===== src/rtl/csp_channel_pkg.sv =====
// Shared types for the single-token bundled-data channel: protocol selector and
// the sender/receiver FSM state encodings.
package csp_channel_pkg;

  typedef enum logic {
    P4PhaseBD = 1'b0,
    P2PhaseBD = 1'b1
  } protocol_e;

  typedef enum logic {
    S_IDLE = 1'b0,
    S_ACK  = 1'b1
  } s_state_e;

  typedef enum logic [1:0] {
    R_IDLE = 2'd0,
    R_REQ  = 2'd1,
    R_WAIT = 2'd2
  } r_state_e;

endpackage


===== src/rtl/csp_channel.sv =====
// One-token buffered handshake channel between a sender and a receiver,
// 4-phase or 2-phase bundled data, with an idle status output.
module csp_channel
  import csp_channel_pkg::*;
#(
  parameter int WIDTH    = 64,
  parameter int PROTOCOL = 0
) (
  input  logic             clk,
  input  logic             rst_n,
  input  logic             s_req,
  input  logic [WIDTH-1:0] s_data,
  output logic             s_ack,
  output logic             r_req,
  output logic [WIDTH-1:0] r_data,
  input  logic             r_ack,
  output logic             idle
);

  localparam bit TwoPhase = (PROTOCOL == int'(P2PhaseBD));

  s_state_e         s_state_q;
  r_state_e         r_state_q;
  logic             s_ack_q;
  logic             r_req_q;
  logic             full_q;
  logic             full_d;
  logic [WIDTH-1:0] data_q;
  logic             capture;
  logic             consume;

  // Capture only sees full_q from before the edge, so a token consumed on this
  // edge frees the slot for the next cycle, never the same one.
  always_comb begin
    // NOTE: every combinational output gets a default first so no latch is inferred.
    capture = 1'b0;
    consume = 1'b0;
    if (TwoPhase) begin
      capture = (s_req != s_ack_q) && !full_q;
      consume = (r_state_q == R_REQ) && (r_ack == r_req_q);
    end else begin
      capture = (s_state_q == S_IDLE) && s_req && !full_q;
      consume = (r_state_q == R_REQ) && r_ack;
    end
  end

  assign full_d = capture | (full_q & ~consume);

  always_ff @(posedge clk or negedge rst_n) begin
    // NOTE: the data register is cleared on reset because r_data must read 0 after reset.
    if (!rst_n) begin
      full_q <= 1'b0;
      data_q <= '0;
    end else begin
      // NOTE: state registers use non-blocking assignments so every process sees pre-edge values.
      full_q <= full_d;
      if (capture) data_q <= s_data;
    end
  end

  always_ff @(posedge clk or negedge rst_n) begin
    if (!rst_n) begin
      s_state_q <= S_IDLE;
      s_ack_q   <= 1'b0;
    end else if (TwoPhase) begin
      if (capture) s_ack_q <= s_req;
    end else begin
      case (s_state_q)
        S_IDLE: if (capture) begin
          s_state_q <= S_ACK;
          s_ack_q   <= 1'b1;
        end
        S_ACK: if (!s_req) begin
          s_state_q <= S_IDLE;
          s_ack_q   <= 1'b0;
        end
        default: s_state_q <= S_IDLE;
      endcase
    end
  end

  // In 2-phase mode R_REQ means "r_req toggled, waiting for r_ack to match it".
  always_ff @(posedge clk or negedge rst_n) begin
    if (!rst_n) begin
      r_state_q <= R_IDLE;
      r_req_q   <= 1'b0;
    end else begin
      case (r_state_q)
        R_IDLE: if (full_q && (!TwoPhase || (r_req_q == r_ack))) begin
          r_state_q <= R_REQ;
          r_req_q   <= TwoPhase ? ~r_req_q : 1'b1;
        end
        R_REQ: if (consume) begin
          r_state_q <= TwoPhase ? R_IDLE : R_WAIT;
          if (!TwoPhase) r_req_q <= 1'b0;
        end
        R_WAIT: if (!r_ack) r_state_q <= R_IDLE;
        default: r_state_q <= R_IDLE;
      endcase
    end
  end

  assign s_ack  = s_ack_q;
  assign r_req  = r_req_q;
  assign r_data = data_q;
  assign idle   = TwoPhase ? (~full_q & (s_req == s_ack_q) & (r_req_q == r_ack))
                           : (~full_q & ~s_ack_q & ~r_req_q & ~r_ack);

endmodule


===== config.mk =====
export PLATFORM = sky130hd
export DESIGN_NAME = csp_channel
export DESIGN_NICKNAME = d
export VERILOG_FILES = /design/src/rtl/csp_channel_pkg.sv /design/src/rtl/csp_channel.sv
export SDC_FILE = /design/constraint.sdc
export NUM_CORES = 1
export LEC_CHECK = 0
export ABC_AREA = 1
export CORE_ASPECT_RATIO = 2
export CORE_MARGIN = 5
export CORE_UTILIZATION = 40
export CTS_CLUSTER_DIAMETER = 80
export DETAILED_ROUTE_END_ITERATION = 6
export GPL_TIMING_DRIVEN = 0
export MAX_ROUTING_LAYER = met4
export PLACE_DENSITY_LB_ADDON = 0.05
export SLEW_MARGIN = 30
export SYNTH_ARGS = -nofsm -noshare
export SYNTH_HDL_FRONTEND = slang
export SYNTH_SLANG_ARGS = --single-unit

===== constraint.sdc =====
create_clock -name clk -period 2.04 [get_ports clk]
set_input_delay 0.612 -clock clk [delete_from_list [all_inputs] [get_ports clk]]
set_output_delay 0.612 -clock clk [all_outputs]
set_load 0.005 [all_outputs]

* Yosys cells after proc, flatten, opt, wreduce, memory -nomap -nowiden
Index checks and enable logic that the tools add are counted.
** Operators by class
- Reduce and logical (&&, ||, !) cells :: 9
- Equal/unequal tests :: 7
- Bitwise operators :: 11
- Multiplexer cells :: 13
** Operator list (count)
- 2-bit != test (second input constant) :: 5
- 1-bit two-way mux :: 6
- 2-bit two-way mux :: 3
- 1-bit NOT :: 6
- 1-bit one-hot mux with 2 select lines :: 3
- 2-bit one-hot mux with 3 select lines :: 1
- 3-bit AND reduction :: 2
- 1-bit AND :: 4
- 1-bit logical AND :: 3
- 2-bit by 1-bit equality test with 1-bit output (second input constant) :: 1
- 2-bit equality test (second input constant) :: 1
- 2-bit logical NOT :: 1
- 2-bit AND reduction :: 1
- 2-bit nonzero test :: 1
- 1-bit logical NOT :: 1
- 1-bit bitwise OR :: 1
** Storage, ports and cells
- Flip-flop bits (word level) :: 70
- Input port bits :: 68

* Depth between registers and ports, before layout
Gate-level depths: netlist (run 1).
- Depth in word-level cells :: 5
- Depth in mapped cells :: 6

* Least setup slack after synthesis (run 1)
Ideal clock, no wire load.
- Path kind :: input to output
- Start point :: input r_ack
- End point :: output idle
- Slack :: 566 ps
- Cell stages on the path :: 3
- Arrival time :: 862 ps
- Cells stage by stage :: inv_1 -> nand2_1 -> nor3_1
** On the way
- Word-level cells in the longest chain between the ends :: 2
** RTL lines
- from (decl) :: line csp_channel.sv:16 : input logic r_ack,
- 1-bit NOT :: line csp_channel.sv:107 : : (~full_q & ~s_ack_q & ~r_req_q & ~r_ack);
- 1-bit AND :: line csp_channel.sv:107
- to (decl) :: line csp_channel.sv:17 : output logic idle
No other way between the ends.

* Final worst setup path (run 1)
Same ends and word-level chain as after synthesis.

==> out/metrics.cfg, run 1 <==
[setup_path]
r2r-end=r_data[5]
crit_fanout=3
crit_required_ps=1430
cp-start-kind=primary input
reg2reg_depth=6
critPathKind=in2out
crit-reg2reg-launch=full_q
reg2reg_slack_ps=820
critPathCaptureType=output port
cp.arrival_ps=1350

[synthesis]
ys_types=13
synthesis.area_um2=2780
synth.ff_latch_count=70
syn-num-nets=374
yosysWarnings=0
avgSynthCellArea_um2=9.09
seq_area_frac_synth_pct=62.9
synthCells=306

[power_and_ir_drop]
power_frac_seq_pct=36.5
peakVddDrop_mv=0.730
leakage_nw=2.23
combPwrFrac_pct=41.4
power.total_mw=6.59
sw_frac_of_total_pct=30.5
pwr-share-clk_pct=22.1
powerDensity_nw_per_um2=1450
p_sw_mw=2.01
p_int_mw=4.58

[grt]
grtUsageTotal_pct=19.2
grt_pass1_wl_um=12200
grt_start_max_net_pins=45
grt_pass1_vias=2572
overflow=0
antenna_found_initial=0

[detailed_routing]
routed_wirelength_um=7590
vias=2523
drt_iter0_drc=100
via_per_inst=4.62
ant_nets=0
drcViolationCount=0
wl_per_cell_um=13.9
first_pass_iters=4

[clock_tree]
cts_tree=yes
numCtsBuffers=9
cts_buffer_depth=2
clk_transition_reported_paths_ps=50
clock_latency_ps=320
postCtsSetupBuffers=0
cts_root_buffer=clkbuf_16
cts.sinks=70
cts-htree-levels=3

[floorplan]
num_io_pins=135
die_w_um=69.0
initial_core_util_pct=40.4
core-area_um2=6890
rows=43
die_area_um2=8830
die_y_um=128

[layout]
antenna_cells=0
finish.utilization_pct=66.1
fillers=628
syn_to_final_growth_pct=63.7
instances_no_fill=546
drive_above_1_share_pct=8.11
nets=520

[timing]
hold_viol=0
rsz0062_at_grt=no
fin_ws_ps=77.8
min_period_ps=1960
relSlewSlack_pct=71.1
skew_ps=4.23
tightest_slew_ps=434
fmax_ghz=0.510
period_share_pct=96.2
setup_violations=0
slew_violations=0

[placement]
dpl_worst_slack_ps=-460
routabilityCongestion=0.755
hpwlAfterDp_um=5780
port-buffer-count=134
place_inst=531

[hold_path]
hold_path.class=in2async

[job]
drv_cap=0

[status]
status=complete, no violations

-- synth_stat cells --
cell,number,share of area [%]
nor2_2,1,0.22
o21ai_0,1,0.18
nand2_1,138,19
nor3_1,1,0.18
buf_1,2,0.27
buf_6,3,1.2
nand3_1,66,12
a21oi_1,2,0.36
nor2_1,2,0.27
inv_1,4,0.54
dfrtp_1,70,63
buf_4,5,1.3
buf_2,11,2.0
-- kinds of logic after synthesis --
family                 Yosys count  share of synthesized area, %
AND/OR/NAND/NOR                208                          31.2
flip-flops                      70                          62.9
buffers and inverters           25                          5.35
AO/OA/AOI/OAI                    3                         0.539
-- worst max-delay path by stage --
stage / startpoint / end / slack (ps) / depth (start not counted)
after floorplan: r_ack / idle / 570 / 3
after global placement: rst_n / r_data[4] / -2040 / 1
after detailed placement: r_ack / idle / -460 / 5
after CTS: r_ack / idle / 80 / 5
after global routing: r_ack / idle / 10 / 5
final: r_ack / idle / 80 / 5
-- critical path, cell delays in order --
cell and delay [ps]:
dlygate4sd2_1 260, inv_1 80, nand2_1 70, nor3_2 110, clkdlybuf4s15_2 220
-- stage by stage --
stage               hold WS, ps  TNS (ps)  cell area, um^2
floorplan                   316         0             2780
finish                      207         0             4550
detailed placement          457      -460             4260
global placement            453   -143090             4240
global route                222         0             4550
CTS                         207         0             4550
-- sequential cells by signal, indices dropped and copies added, names as in the netlist --
name	count
r_state_q	2
full_q	1
s_ack	1
s_state_q	1
r_req	1
r_data	64
-- routing by layer --
layer	up-vias	part of all wire (%)	global-route usage, %
met1	1157	38	20.8
met3	11	6.8	4.56
met4	0	1.9	9.66
li1	1263	-	-
met2	92	53	31.6
met5	-	0	-
-- power by group through the flow --
stage                     Sequential [mW]  Clock [mW]  Combinational [mW]
after CTS                            2.41        1.50                2.80
after floorplan                      2.46           0                1.02
after global routing                 2.51        1.55                3.05
after global placement               2.40           0                2.74
after detailed placement             2.41           0                2.80
final                                2.41        1.45                2.73
-- placed cells by master, fill, tap and decap left out --
master / instances
buf_1: 2
clkbuf_1: 2
dlygate4sd2_1: 1
nor2_2: 1
clkbuf_8: 4
buf_2: 11
nor3_2: 1
dfrtp_1: 70
a21oi_1: 2
clkdlybuf4s15_2: 1
buf_4: 6
buf_16: 1
clkdlybuf4s50_1: 131
nand3_1: 66
nand2_1: 138
clkbuf_16: 9
nor2_1: 2
o21ai_0: 1
buf_6: 3
inv_1: 4
-- layout make-up --
class                           count  area (um^2)  area share, %
Multi-Input combinational cell    211          887           19.5
Buffer                             21          134           2.94
Inverter                            4         15.0          0.330
Clock buffer                       15          288           6.32
Timing Repair Buffer              135         1370           30.0
Sequential cell                    70         1750           38.5
Tap cell                           90          113           2.47
-- repair_timing --
action | CTS | global route
resized for setup | 5 | 0
setup endpoints to repair | 1 | 0
hold buffers | 0 | 0
Note: power is estimated with default switching activity, not from simulation.
==> run 2, diff against run 1 <==
--- a/config.mk
+++ b/config.mk
@@ -14,7 +14,7 @@
 export GPL_TIMING_DRIVEN = 0
 export MAX_ROUTING_LAYER = met4
 export PLACE_DENSITY_LB_ADDON = 0.05
-export SLEW_MARGIN = 30
+export SLEW_MARGIN = 40
 export SYNTH_ARGS = -nofsm -noshare
 export SYNTH_HDL_FRONTEND = slang
 export SYNTH_SLANG_ARGS = --single-unit
==> constraint.sdc (replaced) <==
create_clock -name clk -period 2.04 [get_ports clk]
set_input_delay 0.306 -clock clk [delete_from_list [all_inputs] [get_ports clk]]
set_output_delay 0.306 -clock clk [all_outputs]
set_load 0.005 [all_outputs]
==> run 2 against run 1 <==
Compared with the run above: sequential cell count did not move; maximum frequency grew 3.8%; via count is 0.99% higher; highest routed layer unchanged; clock skew down 1.3 ps; combinational power is essentially flat; critical path type unchanged; critical path depth did not move; sequential share of layout area about the same; power down 0.18%; global-route usage up 0.36 points; sequential power about the same; die area unchanged; largest power group unchanged; first-iteration DRC count decreased by 8.0%.
==> out/metrics.cfg, run 2 (synthesis results as in run 1) <==
[timing]
setup_violations=0
period_share_pct=92.6
min_period_ps=1890
fmax_ghz=0.529
hold_viol=0
slew_violations=0
tightest_slew_ps=430
skew_ps=2.96
setup_tns_ps=0
rsz0062_at_grt=no
relSlewSlack_pct=71.4

[setup_path]
crit_fanout=3
crit_required_ps=1730
worstPathBufferInverterCount=3
cpPeakStageDelay_ps=530
critPathTopFamily=buffers and inverters
critPathKind=in2out
reg2reg_depth=6
critPathCaptureType=output port
cp.arrival_ps=1580
path_cells=clkdlybuf4s50_1 -> inv_1 -> nand2_1 -> nor3_1 -> clkdlybuf4s50_1
cp_slowest_cell=clkdlybuf4s50_1
path_common_cell=clkdlybuf4s50_1
cp-start-kind=primary input
crit_cells=5

[detailed_routing]
drt_iter0_drc=92
routed_wirelength_um=7710
first_pass_iters=4
wl_per_cell_um=14.1
via_per_inst=4.65
wl_met2_um=4120
top_layer=met4
route.met3.wl_um=537
ant_nets=0
vias=2548
drcViolationCount=0
met1_length_um=2940

[layout]
largest_reg_flops=64
finish.utilization_pct=66.2
final_common_cell=nand2_1
syn_to_final_growth_pct=63.8
drive_above_1_share_pct=7.42
antenna_cells=0
nets=521
mostFrequentLayoutCells=nand2_1, clkdlybuf4s50_1, dfrtp_1
stdcell_area_um2=4560
instances_no_fill=548

[hold_path]
hold_path.class=in2async

[placement]
place_inst=531
dpl_cell_area_um2=4270
port-buffer-count=134
routabilityCongestion=0.755
hpwlAfterDp_um=5770

[clock_tree]
cts_root_buffer=clkbuf_16
cts.sinks=70
numCtsBuffers=9
cts_tree=yes
postCtsSetupBuffers=0
cts-htree-levels=3
cts_resized=0
cts_buffer_depth=2
clk_transition_reported_paths_ps=50
clock_latency_ps=320

[grt]
grt_pass1_vias=2562
antenna_found_initial=0
grt_start_max_net_pins=61
overflow=0
grtUsageTotal_pct=19.5
grt_pass1_wl_um=12300

[power_and_ir_drop]
power_frac_seq_pct=36.6
power.total_mw=6.58
p_int_mw=4.55
leakage_nw=2.22
powerDensity_nw_per_um2=1440
pwr-share-clk_pct=21.9
sw_frac_of_total_pct=30.7
p_sw_mw=2.02
combPwrFrac_pct=41.5
peakVddDrop_mv=0.753

[job]
drv_cap=0

[floorplan]
rows=43
die_y_um=128
die_w_um=69.0
num_io_pins=135
initial_core_util_pct=40.4
die_area_um2=8830
core-area_um2=6890

[status]
status=complete, no violations

==> run 2: path summary, 6_finish.rpt <==
path,from,to,slack [ps]
setup / recovery,r_ack,idle,150
hold / removal,rst_n,r_data[19],370
setup reg to reg,s_state_q,r_data[44],860
hold reg to reg,r_data[61],r_data[61],470
max in group asynchronous,rst_n,r_data[58],1160
min in group clk,r_data[61],r_data[61],470
==> run 2: power groups by stage <==
stage / clock network [mW] / registers [mW] / logic (mW)
after floorplan: 0 / 2.46 / 1.02
after global placement: 0 / 2.40 / 2.74
after detailed placement: 0 / 2.41 / 2.79
after CTS: 1.48 / 2.41 / 2.80
after global routing: 1.55 / 2.51 / 3.05
final: 1.44 / 2.41 / 2.73
==> run 2: repair_timing <==
| item | 4_1_cts | 5_1_grt |
|---|---|---|
| hold buffers | 1 | 0 |
| setup endpoints to repair | 0 | 0 |
| endpoints found under the hold margin | 10 | 0 |
==> run 2: metal layers <==
layer  vias up  GRT usage, %
met1      1178          21.8
li1       1266             -
met3         8          5.61
met2        96          31.6
met4         0          8.51
met5         -             -
==> run 2: cell type report <==
class | count | area [um^2]
Buffer | 21 | 134
Clock buffer | 16 | 282
Fill cell | 629 | 2330
Inverter | 4 | 15.0
Multi-Input combinational cell | 211 | 882
Sequential cell | 70 | 1750
Tap cell | 90 | 113
Timing Repair Buffer | 136 | 1380
==> run 2: stage by stage <==
step           hold WS [ps]  setup slack (ps)
2_1_floorplan          10.4               969
3_3_place_gp            453             -1740
3_5_place_dp            127               142
4_1_cts                 356               136
5_1_grt                 357              70.8
6_report                368               150
==> run 3, diff against run 2 <==
--- a/config.mk
+++ b/config.mk
@@ -7,7 +7,7 @@
 export LEC_CHECK = 0
 export ABC_AREA = 1
 export CORE_ASPECT_RATIO = 2
-export CORE_MARGIN = 5
+export CORE_MARGIN = 8
 export CORE_UTILIZATION = 40
 export CTS_CLUSTER_DIAMETER = 80
 export DETAILED_ROUTE_END_ITERATION = 6
==> run 3 against run 2 <==
Compared with the run above: cell count fell by 0.18%; worst setup slack improved by 9.4 ps; wire length rose by 6.4%; cell area fell by 0.27%; non-clock buffer count did not move; die area rose by 14%; clock skew rose by 1.8 ps; global-route usage fell by 2.0 points; largest cell class unchanged; highest routed layer unchanged.
==> out/metrics.cfg, run 3 (synthesis results as in run 1) <==
[status]
status=complete, no violations

[timing]
hold_viol=0
min_period_ps=1880
fin_hold_ws_ps=389
slew_violations=0
setup_violations=0
period_share_pct=92.2
setup_tns_ps=0
tightest_slew_ps=455
relSlewSlack_pct=69.7
rsz0062_at_grt=no
skew_ps=4.73
fmax_ghz=0.532

[layout]
largest_reg_flops=64
fillers=585
final_common_cell=nand2_1
syn_to_final_growth_pct=63.3
antenna_cells=0
stdcell_area_um2=4540
finish.utilization_pct=66.5
drive_above_1_share_pct=7.44
mostFrequentLayoutCells=nand2_1, clkdlybuf4s50_1, dfrtp_1
nets=521

[placement]
dpl_cell_area_um2=4270
hpwlAfterDp_um=6180
port-buffer-count=134
routabilityCongestion=0.746

[grt]
overflow=0
grt_pass1_vias=2643
grt_start_max_net_pins=54
grtUsageTotal_pct=17.5
grt_pass1_wl_um=13200
antenna_found_initial=0

[clock_tree]
clock_latency_ps=320
cts_tree=yes
numCtsBuffers=9
cts-htree-levels=3
cts.sinks=70
hold_buffers=1
postCtsSetupBuffers=0
cts_resized=0
clk_transition_reported_paths_ps=50
cts_root_buffer=clkbuf_16
cts_buffer_depth=2

[detailed_routing]
routed_wirelength_um=8210
drt_iter0_drc=125
wl_per_cell_um=15.0
ant_nets=0
first_pass_iters=4
via_per_inst=4.71
drcViolationCount=0
vias=2576

[power_and_ir_drop]
powerDensity_nw_per_um2=1450
peakVddDrop_mv=0.850
leakage_nw=2.22

[floorplan]
die_w_um=75.0
core-area_um2=6830
num_io_pins=135
die_y_um=134
initial_core_util_pct=40.7
die_area_um2=10000
rows=43

[setup_path]
reg2reg_slack_ps=830
cp-start-kind=primary input
crit_fanout=3
reg2reg_depth=5
crit_required_ps=1730
critPathCaptureType=output port
r2r-end=r_data[9]
crit-reg2reg-launch=full_q
cp.arrival_ps=1570
critPathKind=in2out

[job]
drv_cap=0

[hold_path]
hold_path.class=in2async

run 3: worst max-delay path by stage:
stage | start | endpoint
after floorplan | s_state_q | r_data[0]
after global placement | rst_n | r_data[5]
after detailed placement | r_ack | idle
after CTS | r_ack | idle
after global routing | r_ack | idle
final | r_ack | idle
run 3: final cells by class:
cell class / instances / area, um^2 / share of cell area, %
sequential: 70 / 1750 / 38.5
timing repair buffer: 136 / 1380 / 30.4
multi-input combinational: 211 / 882 / 19.4
clock buffer: 14 / 264 / 5.81
buffer: 21 / 134 / 2.95
tap: 90 / 113 / 2.48
inverter: 4 / 15.0 / 0.330
clock inverter: 1 / 5.00 / 0.110
run 3: report_power, final:
| part | total [mW] | switching [mW] | internal [mW] |
|---|---|---|---|
| sequential | 2.41 | 0.368 | 2.05 |
| combinational | 2.78 | 1.19 | 1.59 |
| clock | 1.38 | 0.503 | 0.880 |
run 3: metrics by stage:
stage | power (mW) | setup WS (ps) | instances
3_5_place_dp | 5.24 | 166 | 531
2_1_floorplan | 3.48 | 969 | 306
4_1_cts | 6.68 | 146 | 547
6_report | 6.58 | 160 | 547
3_3_place_gp | 5.14 | -1630 | 530
5_1_grt | 7.05 | 83.2 | 547
run 3: layer usage:
layer | global-route usage, % | part of all wire, % | vias up
met3 | 5.68 | 8.4 | 6
met5 | - | 0 | -
met4 | 7.14 | 1.2 | 0
met1 | 20.5 | 40 | 1215
met2 | 26.5 | 50 | 88
li1 | - | - | 1267
run 3: critical path, stage by stage:
cell,delay (ps)
clkdlybuf4s50_1,450
inv_1,90
nand2_1,50
nor3_1,140
clkdlybuf4s50_1,540
